## src/rtl/fetch_pkg.sv

```systemverilog
`default_nettype none
// ============================================================================
// Module      : fetch_pkg
// Description : Shared constants and buffer entry type for the fetch stage.
// Revision    : 1.0 - initial release
// ============================================================================
package fetch_pkg;

  localparam int              XLEN             = 32;
  localparam logic [XLEN-1:0] PC_STEP          = 32'd4;
  localparam logic [XLEN-1:0] DEFAULT_RESET_PC = 32'h0000_0000;

  typedef struct packed {
    logic [XLEN-1:0] pc;
    logic [XLEN-1:0] instr;
    logic            misalign;
  } fetch_entry_t;

endpackage
`default_nettype wire

```

## src/rtl/fetch_fifo.sv

```systemverilog
`default_nettype none
// ============================================================================
// Module      : fetch_fifo
// Description : DEPTH-entry in-order buffer of fetched instructions.
// Revision    : 1.0 - initial release
// ============================================================================
module fetch_fifo
  import fetch_pkg::*;
#(
  parameter  int DEPTH = 2,
  localparam int CW    = $clog2(DEPTH + 1)
) (
  input  logic         clk,
  input  logic         reset,
  input  logic         flush,
  input  logic         push,
  input  fetch_entry_t push_data,
  input  logic         pop,
  output logic [CW-1:0] count,
  output logic         head_valid,
  output fetch_entry_t head
);

  localparam int AW = (DEPTH > 1) ? $clog2(DEPTH) : 1;

  fetch_entry_t    r_mem [DEPTH];
  fetch_entry_t    r_last;
  logic [AW-1:0]   r_head;
  logic [AW-1:0]   r_tail;
  logic [CW-1:0]   r_count;
  logic            w_pop;

  function automatic logic [AW-1:0] next_ptr(input logic [AW-1:0] p);
    return (p == AW'(DEPTH - 1)) ? '0 : p + AW'(1);
  endfunction

  assign w_pop = pop && (r_count != '0);

  always_ff @(posedge clk) begin
    if (push && reset && !flush) begin
      r_mem[r_tail] <= push_data;
    end
  end

  always_ff @(posedge clk) begin
    if (!reset) begin
      r_head  <= '0;
      r_tail  <= '0;
      r_count <= '0;
      r_last  <= '0;
    end else begin
      // Remember what the consumer last saw so outputs hold once empty.
      if (r_count != '0) begin
        r_last <= r_mem[r_head];
      end
      if (flush) begin
        r_head  <= '0;
        r_tail  <= '0;
        r_count <= '0;
      end else begin
        if (push) begin
          r_tail <= next_ptr(r_tail);
        end
        if (w_pop) begin
          r_head <= next_ptr(r_head);
        end
        if (push && !w_pop) begin
          r_count <= r_count + CW'(1);
        end else if (!push && w_pop) begin
          r_count <= r_count - CW'(1);
        end
      end
    end
  end

  assign count      = r_count;
  assign head_valid = (r_count != '0);
  assign head       = (r_count != '0) ? r_mem[r_head] : r_last;

endmodule
`default_nettype wire

```

## src/rtl/fetch_pc.sv

```systemverilog
`default_nettype none
// ============================================================================
// Module      : fetch_pc
// Description : Program counter, redirect handling and fetch-buffer control.
// Revision    : 1.0 - initial release
// ============================================================================
module fetch_pc
  import fetch_pkg::*;
#(
  parameter logic [XLEN-1:0] RESET_PC = DEFAULT_RESET_PC,
  parameter int              DEPTH    = 2
) (
  input  logic            clk,
  input  logic            reset,
  input  logic            stall,
  input  logic            redirect_valid,
  input  logic [XLEN-1:0] redirect_pc,
  output logic [XLEN-1:0] imem_addr,
  input  logic [XLEN-1:0] imem_rdata,
  output logic            out_valid,
  input  logic            out_ready,
  output logic [XLEN-1:0] out_pc,
  output logic [XLEN-1:0] out_instr,
  output logic            out_misalign
);

  localparam int CW = $clog2(DEPTH + 1);

  logic [XLEN-1:0] r_pc;
  logic [CW-1:0]   w_count;
  logic            w_fetch_en;
  logic            w_head_valid;
  fetch_entry_t    w_entry;
  fetch_entry_t    w_head;

  // A full buffer may still accept a fetch when its head leaves this cycle.
  assign w_fetch_en = !stall && !redirect_valid &&
                      ((w_count < CW'(DEPTH)) ||
                       ((w_count == CW'(DEPTH)) && out_ready));

  assign w_entry.pc       = r_pc;
  assign w_entry.instr    = imem_rdata;
  assign w_entry.misalign = (r_pc[1:0] != 2'b00);

  always_ff @(posedge clk) begin
    if (!reset) begin
      r_pc <= RESET_PC;
    end else if (redirect_valid) begin
      r_pc <= redirect_pc;
    end else if (w_fetch_en) begin
      r_pc <= r_pc + PC_STEP;
    end
  end

  fetch_fifo #(
    .DEPTH (DEPTH)
  ) u_fifo (
    .clk        (clk),
    .reset      (reset),
    .flush      (redirect_valid),
    .push       (w_fetch_en),
    .push_data  (w_entry),
    .pop        (out_ready),
    .count      (w_count),
    .head_valid (w_head_valid),
    .head       (w_head)
  );

  assign imem_addr    = r_pc;
  assign out_valid    = w_head_valid;
  assign out_pc       = w_head.pc;
  assign out_instr    = w_head.instr;
  assign out_misalign = w_head.misalign;

endmodule
`default_nettype wire

```

## config.mk

```make
export PLATFORM = sky130hd
export DESIGN_NAME = fetch_pc
export DESIGN_NICKNAME = d
export VERILOG_FILES = /design/src/rtl/fetch_pkg.sv /design/src/rtl/fetch_fifo.sv /design/src/rtl/fetch_pc.sv
export SDC_FILE = /design/constraint.sdc
export NUM_CORES = 1
export LEC_CHECK = 0
export ABC_AREA = 1
export BUFFER_PORTS_ARGS = -buffer_cell sky130_fd_sc_hd__buf_2
export CAP_MARGIN = 0
export CORE_MARGIN = 5
export CORE_UTILIZATION = 51
export DETAILED_ROUTE_END_ITERATION = 10
export PLACE_DENSITY = 0.75
export SLEW_MARGIN = 20
export SYNTH_ARGS = -nofsm -noshare
export SYNTH_HDL_FRONTEND = slang
export SYNTH_SLANG_ARGS = --single-unit
export TNS_END_PERCENT = 50
```

## constraint.sdc

```tcl
create_clock -name clk -period 6 [get_ports clk]
set_clock_uncertainty 0.1 [all_clocks]
set_input_delay 0 -clock clk [delete_from_list [all_inputs] [get_ports clk]]
set_output_delay 0 -clock clk [all_outputs]
set_load 0.02 [all_outputs]
```

==> impl_metrics.xml <==
<?xml version="1.0" encoding="UTF-8"?>
<metrics>
  <group name="power_and_ir_drop">
    <metric name="p_leak" unit="nW">5.07</metric>
    <metric name="pwr_per_cell_area" unit="nW/um2">315</metric>
    <metric name="worst_ir_drop_vdd" unit="uV">194</metric>
    <metric name="power.total" unit="mW">3.83</metric>
  </group>
  <group name="cts">
    <metric name="cts_root_buf" unit="">clkbuf_16</metric>
    <metric name="numClockSinks" unit="">232</metric>
    <metric name="postCtsSetupRepairBufs" unit="">0</metric>
    <metric name="cts_tree" unit="">yes</metric>
    <metric name="post_cts_hold_buffer_count" unit="">72</metric>
    <metric name="cts_resized" unit="">0</metric>
    <metric name="numCtsBuffers" unit="">25</metric>
    <metric name="clock_transition_at_the_registers_of_the_reported_paths" unit="ns">0.06</metric>
    <metric name="max-clock-path-buffers" unit="">3</metric>
    <metric name="clk_latency" unit="ns">0.50</metric>
    <metric name="htreeDepth" unit="">1</metric>
  </group>
  <group name="min_path">
    <metric name="min_to" unit="">imem_addr[18]</metric>
    <metric name="hp_class" unit="">in2reg</metric>
    <metric name="hold_depth" unit="">5</metric>
    <metric name="hp-start" unit="">redirect_valid</metric>
  </group>
  <group name="layout">
    <metric name="total_area_of_multi_input_combinational_cells" unit="um2">3230</metric>
    <metric name="area.sequential" unit="um2">5950</metric>
    <metric name="layoutNonFillerInstCount" unit="">1481</metric>
    <metric name="mostFrequentLayoutCells" unit="">nand2_1, buf_2, edfxtp_1</metric>
    <metric name="final.fill_count" unit="">1555</metric>
    <metric name="areaGrowthSynthToFinish" unit="%">22.7</metric>
    <metric name="post-route-cell-area" unit="um2">12100</metric>
    <metric name="num_antenna_cells" unit="">0</metric>
    <metric name="drive_above_1_share" unit="%">24.2</metric>
    <metric name="nets" unit="">1269</metric>
    <metric name="leading_cell_type_in_the_layout_fill_and_taps_excluded" unit="">nand2_1</metric>
  </group>
  <group name="die">
    <metric name="core.rowCount" unit="">51</metric>
    <metric name="die_w" unit="um">149</metric>
    <metric name="core_area" unit="um2">19300</metric>
    <metric name="dieArea" unit="um2">22300</metric>
    <metric name="top_level_ports" unit="">167</metric>
    <metric name="floorplan.initialDensity" unit="%">51.3</metric>
    <metric name="die_height" unit="um">149</metric>
  </group>
  <group name="synthesis">
    <metric name="synth_warnings" unit="">0</metric>
    <metric name="post_synth.cell_area_avg" unit="um2">9.84</metric>
    <metric name="synthesis.nets" unit="">1076</metric>
    <metric name="synth_cells" unit="">1005</metric>
    <metric name="synth-seq-cells" unit="">232</metric>
    <metric name="syn-cell-area" unit="um2">9890</metric>
    <metric name="synth_sequential_area_ratio" unit="%">60.1</metric>
    <metric name="post_synth_num_cell_types" unit="">34</metric>
  </group>
  <group name="placement">
    <metric name="dpl-instance-area" unit="um2">10600</metric>
    <metric name="port-buffer-count" unit="">166</metric>
    <metric name="routabilityCongestion" unit="">0.817</metric>
    <metric name="place.detailed.instances" unit="">1364</metric>
    <metric name="detailedPlacementHpwl" unit="um">13800</metric>
  </group>
  <group name="global_route">
    <metric name="grt_max_degree" unit="">73</metric>
    <metric name="first_pass_grt_wire_length" unit="um">36800</metric>
    <metric name="via_count_of_the_first_global_routing_pass" unit="">7395</metric>
    <metric name="global_route.overflow_total" unit="">0</metric>
    <metric name="antenna_found_initial" unit="">0</metric>
    <metric name="groute.usage.overall" unit="%">20.3</metric>
  </group>
  <group name="setup_path">
    <metric name="largest_fanout_on_the_critical_path" unit="">72</metric>
    <metric name="r2r_setup_slack" unit="ns">3.73</metric>
    <metric name="cp-end-kind" unit="">register</metric>
    <metric name="launching_instance_or_port_of_the_critical_path" unit="">reset</metric>
    <metric name="crit-reg2reg-capture" unit="">u_fifo.count[1]</metric>
    <metric name="critPathRequiredTime" unit="ns">6.02</metric>
    <metric name="depth_of_the_worst_register_to_register_path" unit="">9</metric>
    <metric name="crit_type" unit="">in2reg</metric>
    <metric name="r2r-start" unit="">u_fifo.count[0]</metric>
    <metric name="worst_ep_arrival_time" unit="ns">2.77</metric>
    <metric name="worst_setup_path_start_kind" unit="">primary input</metric>
  </group>
  <group name="sta">
    <metric name="max_clock_freq" unit="MHz">364</metric>
    <metric name="holdWs" unit="ns">0.0263</metric>
    <metric name="finalWorstPathRequiredPeriod" unit="ns">2.75</metric>
    <metric name="tns" unit="ns">0</metric>
    <metric name="timing.final.hold_violations" unit="">0</metric>
    <metric name="final-setup-viol-count" unit="">0</metric>
    <metric name="rsz0062_at_grt" unit="">false</metric>
    <metric name="report.final.slew_viol_count" unit="">0</metric>
    <metric name="post_route_clock_period_utilization" unit="%">45.8</metric>
    <metric name="max_transition_margin" unit="%">35.8</metric>
    <metric name="worst_pin_slew" unit="ns">0.958</metric>
  </group>
  <group name="detailed_routing">
    <metric name="drtIter0Drc" unit="">365</metric>
    <metric name="detail_route.drc_violations" unit="">0</metric>
    <metric name="route.detailed.vias_per_inst" unit="">4.99</metric>
    <metric name="via_count" unit="">7387</metric>
    <metric name="finalWirelength" unit="um">22600</metric>
    <metric name="wire_per_inst" unit="um">15.2</metric>
    <metric name="antenna_violation_net_count_after_detailed_routing" unit="">0</metric>
    <metric name="first_pass_iters" unit="">4</metric>
  </group>
  <group name="job">
    <metric name="drv.max_cap_violation_count" unit="">0</metric>
  </group>
  <group name="run_status">
    <metric name="outcome" unit="">complete, no violations</metric>
  </group>
</metrics>
==> layout make-up <==
| cell class | instances | share of cell area [%] |
|---|---|---|
| clock buffer | 38 | 5.89 |
| multi-input combinational | 632 | 26.7 |
| inverter | 62 | 1.93 |
| sequential | 232 | 49.0 |
| timing repair buffer | 245 | 13.2 |
| tap | 265 | 2.73 |
| clock inverter | 7 | 0.536 |
==> how the worst max path moves through the flow <==
stage / cells after the start / to / slack (ns)
after floorplan: 3 / u_fifo.r_mem[0][0] / 0.25
after global placement: 5 / u_fifo.r_mem[0][26] / 3.10
after detailed placement: 5 / u_fifo.r_mem[0][6] / 3.09
after CTS: 6 / out_pc[31] / 3.35
after global routing: 5 / u_fifo.r_mem[0][6] / 2.97
final: 5 / u_fifo.r_mem[0][9] / 3.25
==> cell families (layout without fill, tap and decap cells) <==
group | Yosys count | count (layout) | synth area share, %
compound gates | 195 | 195 | 11.7
fa+ha+maj | 2 | 2 | 0.253
buf+inv | 141 | 352 | 7.31
xor+xnor | 4 | 4 | 0.354
flops | 232 | 232 | 60.1
simple gates | 431 | 431 | 20.2
==> synthesized netlist by cell type <==
library cell / instances / area [um2]
nand2_1: 186 / 698
edfxtp_1: 130 / 3900
a21oi_1: 117 / 586
nor2_1: 103 / 387
dfxtp_1: 102 / 2040
and2_1: 68 / 425
inv_1: 57 / 214
a21oi_2: 44 / 385
buf_4: 40 / 300
nand3_1: 36 / 180
o21ai_0: 21 / 105
clkbuf_1: 20 / 75.1
buf_2: 16 / 80.1
nand2_2: 9 / 56.3
nor2_2: 8 / 50.1
nor2_4: 7 / 78.8
o21ai_1: 5 / 25.0
inv_2: 4 / 15.0
nand2_4: 4 / 45.0
a31oi_1: 3 / 18.8
buf_6: 3 / 33.8
nor3_1: 3 / 15.0
xor2_1: 3 / 26.3
a22oi_1: 2 / 15.0
ha_1: 2 / 25.0
nand3_2: 2 / 20.0
or2_1: 2 / 12.5
or2_2: 2 / 12.5
clkinv_2: 1 / 5.00
nor2_8: 1 / 20.0
o211ai_1: 1 / 7.51
o21bai_1: 1 / 7.51
o221ai_1: 1 / 8.76
xnor2_1: 1 / 8.76
==> report_power, final <==
| group | internal (mW) | total [mW] | switching [mW] | leakage, nW |
|---|---|---|---|---|
| registers | 1.76 | 1.81 | 0.0481 | 2.02 |
| logic | 0.210 | 0.574 | 0.364 | 2.67 |
| clock network | 0.862 | 1.45 | 0.583 | 0.380 |
| total | 2.83 | 3.83 | 0.995 | 5.07 |
==> sequential cells by signal (all words and copies together) (netlist names), named ones only <==
name and count:
u_fifo.count 2, u_fifo.r_head 1, u_fifo.r_mem 130, u_fifo.r_last 65
u_fifo.r_tail 1, imem_addr 32
==> metrics by stage <==
step / utilization, % / setup WS (ns)
2_1_floorplan: - / 0.247
3_3_place_gp: 55.2 / 3.10
3_5_place_dp: 55.2 / 3.09
4_1_cts: 62.9 / 3.35
5_1_grt: 62.9 / 2.97
6_report: 62.9 / 3.25
==> per-layer routing <==
metal  track usage, %  part of all wire, %  wire length, um
met5                0                    0                0
met1             26.0                   42             9400
met2             36.2                   50            11300
met3             2.95                  6.5             1470
met4             5.13                  1.8              401
==> worst max-delay path, cell delays in order <==
cell and delay, ns:
buf_2 0.07, buf_4 0.54, clkinv_1 0.97, nor3_2 0.37, buf_4 0.73
Note: power is estimated with default switching activity, not from simulation.
